[src/rtl/tx_sched_pkg.sv]
// TX frame scheduler shared types and defaults.
// Symbol kinds, FSM states and default sizing.
package tx_sched_pkg;

  typedef enum logic [1:0] {
    SYM_PRE  = 2'd0,
    SYM_HDR  = 2'd1,
    SYM_DATA = 2'd2
  } sym_type_t;

  typedef enum logic [1:0] {
    S_IDLE,
    S_ISSUE,
    S_WAIT,
    S_GAP
  } sched_state_t;

  localparam int DEF_NFFT    = 1024;
  localparam int DEF_CP_LEN  = 32;
  localparam int DEF_GAP_LEN = 16;
  localparam int DEF_CNT_W   = 8;

  function automatic int max2(int a, int b);
    return (a > b) ? a : b;
  endfunction

endpackage

[src/rtl/tx_frame_sched.sv]
// TX frame scheduler: preamble, header, data symbol commands
// with inter-symbol gap, watchdog and abort.
module tx_frame_sched
  import tx_sched_pkg::*;
#(
  parameter int NFFT    = DEF_NFFT,
  parameter int CP_LEN  = DEF_CP_LEN,
  parameter int GAP_LEN = DEF_GAP_LEN,
  parameter int TIMEOUT = 4 * (NFFT + CP_LEN),
  parameter int CNT_W   = DEF_CNT_W
) (
  input  logic             clk,
  input  logic             rst,
  input  logic             start,
  input  logic             abort,
  input  logic [CNT_W-1:0] n_data_sym,
  input  logic [2:0]       index_M_in,
  input  logic [3:0]       index_SS_in,
  input  logic             sym_ack,
  output logic             sym_req,
  output logic [1:0]       sym_type,
  output logic [CNT_W-1:0] sym_cnt,
  output logic [2:0]       index_M_out,
  output logic [3:0]       index_SS_out,
  output logic             busy,
  output logic             osof,
  output logic             oeof,
  output logic             err
);

  localparam int TW = $clog2(max2(TIMEOUT, GAP_LEN) + 1);
  localparam logic [TW-1:0] WD_LOAD  = TW'(TIMEOUT - 1);
  localparam logic [TW-1:0] GAP_LOAD =
    TW'((GAP_LEN > 0) ? GAP_LEN - 1 : 0);

  sched_state_t     state, state_n;
  logic [TW-1:0]    tmr, tmr_n;
  // one extra bit so index n_data_sym+1 never wraps
  logic [CNT_W:0]   cnt, cnt_n;
  logic [CNT_W:0]   last_idx;
  logic [CNT_W-1:0] nsym, nsym_n;
  logic [2:0]       m_q, m_n;
  logic [3:0]       ss_q, ss_n;
  logic             req_q, req_n;
  logic             sof_q, sof_n;
  logic             eof_q, eof_n;
  logic             err_q, err_n;
  logic             busy_q, busy_n;
  sym_type_t        type_q, type_n;
  logic             last;

  assign last_idx = {1'b0, nsym} + (CNT_W+1)'(1);
  assign last     = (cnt == last_idx);

  always_comb begin
    state_n = state;
    tmr_n   = tmr;
    cnt_n   = cnt;
    nsym_n  = nsym;
    m_n     = m_q;
    ss_n    = ss_q;
    eof_n   = 1'b0;
    err_n   = 1'b0;
    if (abort && state != S_IDLE) begin
      state_n = S_IDLE;
    end else begin
      unique case (state)
        S_IDLE: begin
          if (start) begin
            nsym_n  = n_data_sym;
            m_n     = index_M_in;
            ss_n    = index_SS_in;
            cnt_n   = '0;
            state_n = S_ISSUE;
          end
        end
        S_ISSUE: begin
          tmr_n   = WD_LOAD;
          state_n = S_WAIT;
        end
        S_WAIT: begin
          if (sym_ack) begin
            if (last) begin
              eof_n   = 1'b1;
              state_n = S_IDLE;
            end else begin
              cnt_n   = cnt + (CNT_W+1)'(1);
              tmr_n   = GAP_LOAD;
              state_n = (GAP_LEN == 0) ? S_ISSUE : S_GAP;
            end
          end else if (tmr == '0) begin
            err_n   = 1'b1;
            state_n = S_IDLE;
          end else begin
            tmr_n = tmr - TW'(1);
          end
        end
        S_GAP: begin
          if (tmr == '0) state_n = S_ISSUE;
          else           tmr_n   = tmr - TW'(1);
        end
        default: state_n = S_IDLE;
      endcase
    end
    req_n  = (state_n == S_ISSUE);
    sof_n  = req_n && (cnt_n == '0);
    busy_n = (state_n != S_IDLE);
    unique case (1'b1)
      cnt_n == '0:              type_n = SYM_PRE;
      cnt_n == (CNT_W+1)'(1):   type_n = SYM_HDR;
      default:                  type_n = SYM_DATA;
    endcase
  end

  always_ff @(posedge clk or posedge rst) begin
    if (rst) begin
      state  <= S_IDLE;
      tmr    <= '0;
      cnt    <= '0;
      nsym   <= '0;
      m_q    <= '0;
      ss_q   <= '0;
      req_q  <= 1'b0;
      sof_q  <= 1'b0;
      eof_q  <= 1'b0;
      err_q  <= 1'b0;
      busy_q <= 1'b0;
      type_q <= SYM_PRE;
    end else begin
      state  <= state_n;
      tmr    <= tmr_n;
      cnt    <= cnt_n;
      nsym   <= nsym_n;
      m_q    <= m_n;
      ss_q   <= ss_n;
      req_q  <= req_n;
      sof_q  <= sof_n;
      eof_q  <= eof_n;
      err_q  <= err_n;
      busy_q <= busy_n;
      type_q <= type_n;
    end
  end

  assign sym_req      = req_q;
  assign sym_type     = type_q;
  assign sym_cnt      = cnt[CNT_W-1:0];
  assign index_M_out  = m_q;
  assign index_SS_out = ss_q;
  assign busy         = busy_q;
  assign osof         = sof_q;
  assign oeof         = eof_q;
  assign err          = err_q;

endmodule
[config.mk]
export PLATFORM = sky130hd
export DESIGN_NAME = tx_frame_sched
export DESIGN_NICKNAME = d
export VERILOG_FILES = /design/src/rtl/tx_sched_pkg.sv /design/src/rtl/tx_frame_sched.sv
export SDC_FILE = /design/constraint.sdc
export NUM_CORES = 1
export LEC_CHECK = 0
export CAP_MARGIN = 20
export CORE_MARGIN = 1.5
export CORE_UTILIZATION = 53
export DETAILED_ROUTE_END_ITERATION = 6
export PLACE_DENSITY = 0.81
export SYNTH_ARGS = -nofsm -noshare
export SYNTH_HDL_FRONTEND = slang
export SYNTH_SLANG_ARGS = --single-unit
[constraint.sdc]
create_clock -name clk -period 4 [get_ports clk]
set_input_delay 0.4 -clock clk [delete_from_list [all_inputs] [get_ports clk]]
set_output_delay 0.4 -clock clk [all_outputs]
set_load 0.05 [all_outputs]
==> results of run 1 <==
[placed cells by master, fill, tap and decap left out, types with 3 or more instances in the layout]
cell / synthesis / routed
and3_1: 3 / 3
mux2_2: 14 / 14
ha_1: 4 / 4
inv_1: 9 / 8
a21oi_1: 14 / 14
dfrtp_1: 46 / 46
nand3b_1: 3 / 3
nand3_1: 14 / 14
or2_2: 4 / 4
nand4_1: 6 / 6
clkdlybuf4s50_1: 0 / 41
nor3_1: 8 / 8
nor2b_1: 4 / 4
xnor2_1: 8 / 8
inv_6: 0 / 3
nand2_1: 19 / 19
or4_1: 8 / 8
nor2_1: 25 / 25
o41ai_1: 4 / 4
o22a_1: 4 / 4
and4_1: 4 / 4
o21ai_0: 12 / 12
clkbuf_8: 0 / 5
o211ai_1: 7 / 7
[metrics by stage]
stage	cell area (um^2)	utilization (%)
global placement	2989	63.28
global route	3084	65.30
finish	3084	65.30
CTS	3084	65.30
detailed placement	2989	63.28
floorplan	2586	-
[kinds of logic (layout without fill, tap and decap cells)]
| group | after synthesis | after routing | share of synthesized area [%] |
|---|---|---|---|
| buffers and inverters | 27 | 60 | 5.418 |
| AOI/OAI and AO/OA | 59 | 59 | 15.63 |
| adders and majority gates | 4 | 4 | 1.935 |
| muxes | 15 | 15 | 6.676 |
| xor gates and xnor gates | 10 | 10 | 3.387 |
| DFF | 46 | 46 | 44.51 |
| and+or+nand+nor | 108 | 108 | 22.45 |
[area by class of cell]
| type | count | area (um^2) | share of cell area, % |
|---|---|---|---|
| clock buffers | 5 | 68.82 | 2.231 |
| multi-input cells | 196 | 1295 | 41.99 |
| inverters | 9 | 33.78 | 1.095 |
| clock inverters | 3 | 26.28 | 0.8519 |
| repair buffers | 43 | 425.4 | 13.79 |
| well taps | 67 | 83.83 | 2.718 |
| flip-flops and latches | 46 | 1151 | 37.32 |
[registers in the layout, summed over array words and instances (netlist names)]
| register | flops |
|---|---|
| oeof | 1 |
| osof | 1 |
| nsym | 8 |
| tmr | 13 |
| busy | 1 |
| sym_type | 2 |
| err | 1 |
| cnt | 9 |
| sym_req | 1 |
| index_SS_out | 4 |
| index_M_out | 3 |
| state | 2 |
[worst max-delay path by stage]
stage | end | slack [ns]
floorplan | osof | 1.20
global placement | osof | 0.96
detailed placement | osof | 0.79
CTS | osof | 0.77
global route | osof | 0.52
finish | osof | 0.73
[per-layer routing]
metal	global-route usage (%)	up-vias	part of all wire, %
li1	-	1046	-
met1	34.26	1061	47
met2	33.13	93	45
met3	7.459	10	7.0
met4	6.709	0	1.3
met5	0	-	0
[report_power, final]
part | total (mW) | leakage, nW | switching [mW] | internal (mW)
Combinational | 0.951 | 0.645 | 0.560 | 0.391
Sequential | 0.775 | 0.566 | 0.166 | 0.609
Clock | 0.299 | 0.0495 | 0.170 | 0.130
==> impl_metrics.csv, run 1 <==
group,metric,value,unit
floorplanning,die_area,5308,um^2
routing,detail_route.wl_per_cell,15.18,um
yosys,ys_ff_latch,46,
cts,number_of_gates_resized_after_cts,0,
yosys,synth_enable_flop_cells,0,
worst_setup_path,setup.worst_path.end_class,"flip-flop",
sta,final-hold-violation-count,0,
routing,detail_route.vias_per_cell,5.989,
worst_setup_path,critical_path_depth,10,
finish,drive_above_1_share,11.26,%
cts,worst_skew_pair.late_latency,0.30,ns
yosys,post_synth_inst_count,269,
global_routing,grt_start_max_net_pins,47,
worst_setup_path,worst_path_max_delay_cell,"and4_1",
hold_path,hold-path-cell-count,1,
global_routing,first_global_vias,2034,
sta,maxSlewViolCount,0,
cts,holdBufCountCts,0,
flow_run,maxCapViolations,0,
finish,filler_cell_count,380,
outcome,result_of_the_run,"finished, final reports clean",
yosys,synth.largest_area_cell,"dfrtp_1",
cts,tritoncts_clock_tree,"built",
yosys,ys_top_cells_by_count,"dfrtp_1 (46), nor2_1 (25), nand2_1 (19)",
yosys,netlist-cell-type-count,46,
worst_setup_path,path_buf_inv,0,
hold_path,launch_point_of_the_worst_hold_path,"tmr[7]",
worst_setup_path,crit-reg2reg-launch,"nsym[0]",
yosys,yosys.cell_count.top_type,"dfrtp_1",
cts,cts_made_buffers,5,
yosys,ys_dominant_reg_cell,"dfrtp_1",
place,place.gp.congestion,0.9400,
routing,detailedRoute.firstIterationViolations,214,
cts,cts.clk_slew.worst_paths,0.09,ns
routing,post-route-drc-count,0,
power_and_ir_drop,worst_ir_drop_on_vdd,0.0005634,V
routing,routed-via-count,2210,
cts,htreeDepth,2,
worst_setup_path,path_class,"flip-flop to flip-flop",
worst_setup_path,timing.critical_path.mode_cell,"nor4_2",
floorplanning,initial_core_util,54.75,%
sta,finalWorstSetupSlack,0.7272,ns
sta,timing.hold.ws,0.4806,ns
worst_setup_path,critical_path.startpoint,"nsym[0]",
floorplanning,die_y,72.86,um
finish,diodes,0,
worst_setup_path,reg2regPathDepth,10,
floorplanning,floorplan.io_pins,42,
yosys,ys_warn_count,0,
worst_setup_path,setup.worst_path.start_class,"flip-flop",
cts,clock-sinks,46,
hold_path,holdPathEnd,"tmr[7]",
routing,drt-pass1-iter-count,4,
finish,nNetsFinal,325,
worst_setup_path,cells_traversed_along_the_worst_timing_path,"ha_1, xnor2_1, o21ai_0, a2111oi_2, and4_1, nor3_2, mux2_4, nor4_2, nand3b_1, nor4_2",
sta,setup-violations-final,0,
sta,unrepaired_setup_endpoints_after_global_routing,"no",
global_routing,initial_antenna_violation_count,0,
place,placed_cells,361,
finish,layout-area-overhead-vs-synth,19.26,%
worst_setup_path,worst-r2r-setup-slack,0.73,ns
sta,finalCritPeriodShare,81.82,%
power_and_ir_drop,power,2.025,mW
yosys,synthesis.area,2586,um^2
global_routing,globalRouteTotalUtil,23.34,%
yosys,synth.yosys.seq_area_share,44.51,%
place,detailedPlacementHpwl,4.083,mm
cts,clock_root_buffer,"clkbuf_8",
yosys,async_set_or_reset_flop_fraction_in_the_synthesized_netlist,100.0,%
sta,timing.max_slew.rel_slack,52.76,%
yosys,post_synth_top_area_share,44.51,%
worst_setup_path,critical-path-top-delay-family,"simple AND/OR/NAND/NOR gates",
floorplanning,num_rows,25,
floorplanning,die_width,72.86,um
floorplanning,core_region_area,4723,um^2
cts,post_cts.repair.setup_buffers,0,
cts,clock_path_buffers,2,
routing,antenna_violating_nets_post_route,0,
power_and_ir_drop,powerDensity,656.7,nW/um^2
place,numPortBuffers,41,
sta,fin_worst_skew,0.008731,ns
finish,instances_no_fill,369,
hold_path,timing.hold.worst.class,"flip-flop to flip-flop",
global_routing,grt-ovfl-total,0,
worst_setup_path,critPathMaxStageDelay,0.50,ns
worst_setup_path,peak_fanout_along_the_critical_path,12,
sta,final.setup.tns,0,ns
yosys,syn_nets,293,
worst_setup_path,arrival,3.48,ns
sta,max_slew.worst_pin.slew,0.7011,ns
global_routing,grt_first_pass_wirelength,9.570,mm
worst_setup_path,reg2reg_to,"osof",
yosys,syn_avg_cell_area,9.614,um^2
yosys,largest_cells_by_area_after_synthesis,"dfrtp_1 (45%), mux2_2 (6.1%), nor2_1 (3.6%)",
routing,wirelength,5.600,mm
sta,clock.fmax,0.3055,GHz
place,dp_slack,0.7934,ns
power_and_ir_drop,total_leakage_power,1.260,nW
worst_setup_path,worstPathRequired,4.21,ns
sta,min_cycle_time_layout,3.273,ns
Note: power is estimated with default switching activity, not from simulation.
==> run 2, diff against run 1 <==
- CORE_UTILIZATION: 53 -> 48
- PLACE_DENSITY: 0.81 -> 0.78
- clock period: 4 -> 3 ns (I/O delays scaled with it)
==> run 2 against run 1 <==
  * Die area up 10%
  * Hold slack lost 0.31 ns
  * Critical path depth unchanged
  * Maximum frequency rose by 15%
  * Register-to-register slack got worse by 0.58 ns
  * Total power increased by 38%
  * Core utilization is 2.3 points lower
  * Flip-flop and latch count unchanged
  * Combinational power up 46%
  * Sequential power increased by 29%
==> impl_metrics.csv, run 2 (synthesis results as in run 1) <==
group,metric,value,unit
hold_path,timing.hold.worst.class,"input pin to async pin",
power_and_ir_drop,total_leakage_power,1.351,nW
worst_setup_path,path_class,"flip-flop to flip-flop",
power_and_ir_drop,power.sequential.fraction,35.8,%
worst_setup_path,setup.worst_path.start_class,"flip-flop",
sta,max_slew.worst_pin.slew,0.6697,ns
cts,worst_skew_pair.late_latency,0.30,ns
routing,detail_route.vias_per_cell,5.743,
floorplanning,initial_core_util,50.32,%
global_routing,initial_antenna_violation_count,0,
routing,routed-via-count,2211,
worst_setup_path,arrival,3.10,ns
sta,setup-violations-final,0,
sta,maxSlewViolCount,0,
finish,largest_register_ff_count,13,
global_routing,globalRouteTotalUtil,22.49,%
power_and_ir_drop,net-switching-power,1.211,mW
worst_setup_path,cells_traversed_along_the_worst_timing_path,"ha_2, xnor2_2, o21ai_0, a2111oi_2, and4_4, nor3_2, mux2_4, nor4_4, nand3b_1, and2b_1",
global_routing,grt_first_pass_wirelength,10.61,mm
cts,htreeDepth,2,
global_routing,grt-ovfl-total,0,
finish,register_ranked_first_by_flip_flop_count,"tmr",
cts,cts_made_buffers,5,
worst_setup_path,reg2regPathDepth,10,
routing,post-route-drc-count,0,
global_routing,grt_start_max_net_pins,47,
finish,layout.area.seq,1151,um^2
place,detailedPlacementHpwl,4.462,mm
routing,antenna_violating_nets_post_route,0,
cts,clock_path_buffers,2,
finish,largest_registers,"tmr (13), cnt (9), nsym (8)",
place,numPortBuffers,41,
cts,clock-sinks,46,
sta,final-hold-violation-count,0,
floorplanning,floorplan.io_pins,42,
worst_setup_path,worst_path_max_delay_cell,"dfrtp_1",
sta,finalCritPeriodShare,95.17,%
cts,cts.clk_slew.worst_paths,0.09,ns
routing,wirelength,6.136,mm
cts,holdBufCountCts,0,
power_and_ir_drop,power.clock.fraction,14.6,%
worst_setup_path,critPathMaxStageDelay,0.42,ns
floorplanning,num_rows,26,
floorplanning,die_area,5837,um^2
worst_setup_path,peak_fanout_along_the_critical_path,5,
finish,layout-area-overhead-vs-synth,25.21,%
place,place.gp.congestion,0.9256,
finish,diodes,0,
routing,drt-pass1-iter-count,4,
floorplanning,die_width,76.40,um
sta,fin_worst_skew,0.004624,ns
cts,clock_root_buffer,"clkbuf_8",
power_and_ir_drop,power.share.combinational,49.6,%
power_and_ir_drop,worst_ir_drop_on_vdd,0.0006027,V
place,dp_slack,-0.02313,ns
finish,drive_above_1_share,16.83,%
sta,timing.max_slew.rel_slack,54.88,%
finish,filler_cell_count,455,
finish,nNetsFinal,338,
floorplanning,core_region_area,5140,um^2
finish,layout.cells.most_common_list,"dfrtp_1 (46), clkdlybuf4s50_1 (41), nor2_1 (25)",
worst_setup_path,crit-reg2reg-launch,"nsym[1]",
worst_setup_path,reg2reg_to,"sym_type[0]",
power_and_ir_drop,switching_share,43.31,%
finish,multi_input_gate_area_in_the_final_layout,1335,um^2
finish,layout_commonest_cell,"dfrtp_1",
cts,tritoncts_clock_tree,"built",
worst_setup_path,worstPathRequired,3.25,ns
power_and_ir_drop,internal_power,1.585,mW
sta,finalWorstSetupSlack,0.1449,ns
worst_setup_path,worst-r2r-setup-slack,0.14,ns
routing,detail_route.wl_per_cell,15.94,um
floorplanning,die_y,76.40,um
sta,clock.fmax,0.3502,GHz
routing,detailedRoute.firstIterationViolations,152,
outcome,result_of_the_run,"finished, final reports clean",
sta,timing.hold.ws,0.1695,ns
power_and_ir_drop,powerDensity,863.6,nW/um^2
global_routing,first_global_vias,2272,
flow_run,maxCapViolations,0,
worst_setup_path,setup.worst_path.end_class,"flip-flop",
sta,min_cycle_time_layout,2.855,ns
[run 2: worst max-delay path by stage]
stage	start	end
final	nsym[1]	sym_type[0]
after global routing	nsym[1]	sym_type[0]
after CTS	nsym[1]	osof
after detailed placement	nsym[1]	osof
after global placement	nsym[1]	osof
after floorplan	nsym[0]	osof
[run 2: area by class of cell]
class                           count  area share, %
Sequential cell                    46          35.55
Clock inverter                      1         0.2705
Multi-Input combinational cell    196          41.23
Timing Repair Buffer               56          16.54
Clock buffer                        7          2.666
Tap cell                           70          2.705
Inverter                            9          1.043
[run 2: power by group through the flow]
stage | clock network, mW | logic (mW) | registers (mW)
6_report | 0.408 | 1.39 | 1.00
5_1_grt | 0.440 | 1.49 | 1.04
4_1_cts | 0.419 | 1.35 | 0.998
3_5_place_dp | 0 | 1.34 | 1.01
3_3_place_gp | 0 | 1.31 | 0.998
2_1_floorplan | 0 | 0.706 | 1.24
[run 2: timing repair]
| action | CTS | global route |
|---|---|---|
| setup endpoints to repair | 1 | 3 |
| pin swaps | 0 | 3 |
| resized for setup | 2 | 6 |
| endpoints found under the hold margin | 0 | 0 |
| buffers inserted | 0 | 1 |
[run 2: layer usage]
layer	global-route usage, %	wire, um	share of wire [%]	up-vias
met2	38.04	3023	49	53
met3	4.790	237	3.9	10
met4	7.778	81	1.3	0
li1	-	-	-	1067
met1	28.45	2793	46	1081
met5	0	0	0	-
[run 2: critical path, delay by kind of cell (launching register included)]
kind / cells / cell delay (ns)
flip-flops: 1 / 0.42
AND/OR/NAND/NOR: 5 / 1.08
XOR/XNOR: 1 / 0.18
AO/OA/AOI/OAI: 2 / 0.56
multiplexers: 1 / 0.32
adder cells (fa/ha/maj): 1 / 0.23
[run 2: metrics by stage]
stage | cells | utilization, % | total power [mW] | cell area (um^2) | TNS (ns)
6_report | 385 | 63.00 | 2.796 | 3238 | 0
5_1_grt | 385 | 63.00 | 2.969 | 3238 | -0.006061
4_1_cts | 383 | 61.73 | 2.767 | 3173 | 0
3_5_place_dp | 375 | 59.83 | 2.350 | 3075 | -0.02313
3_3_place_gp | 375 | 59.83 | 2.306 | 3075 | 0
2_1_floorplan | 269 | - | 1.943 | 2586 | 0
==> run 3, diff against run 2 <==
- SKIP_LAST_GASP: unset -> 1
==> results of run 3 <==
Same layout as run 2: the final DEF is identical, and so are final timing and power.
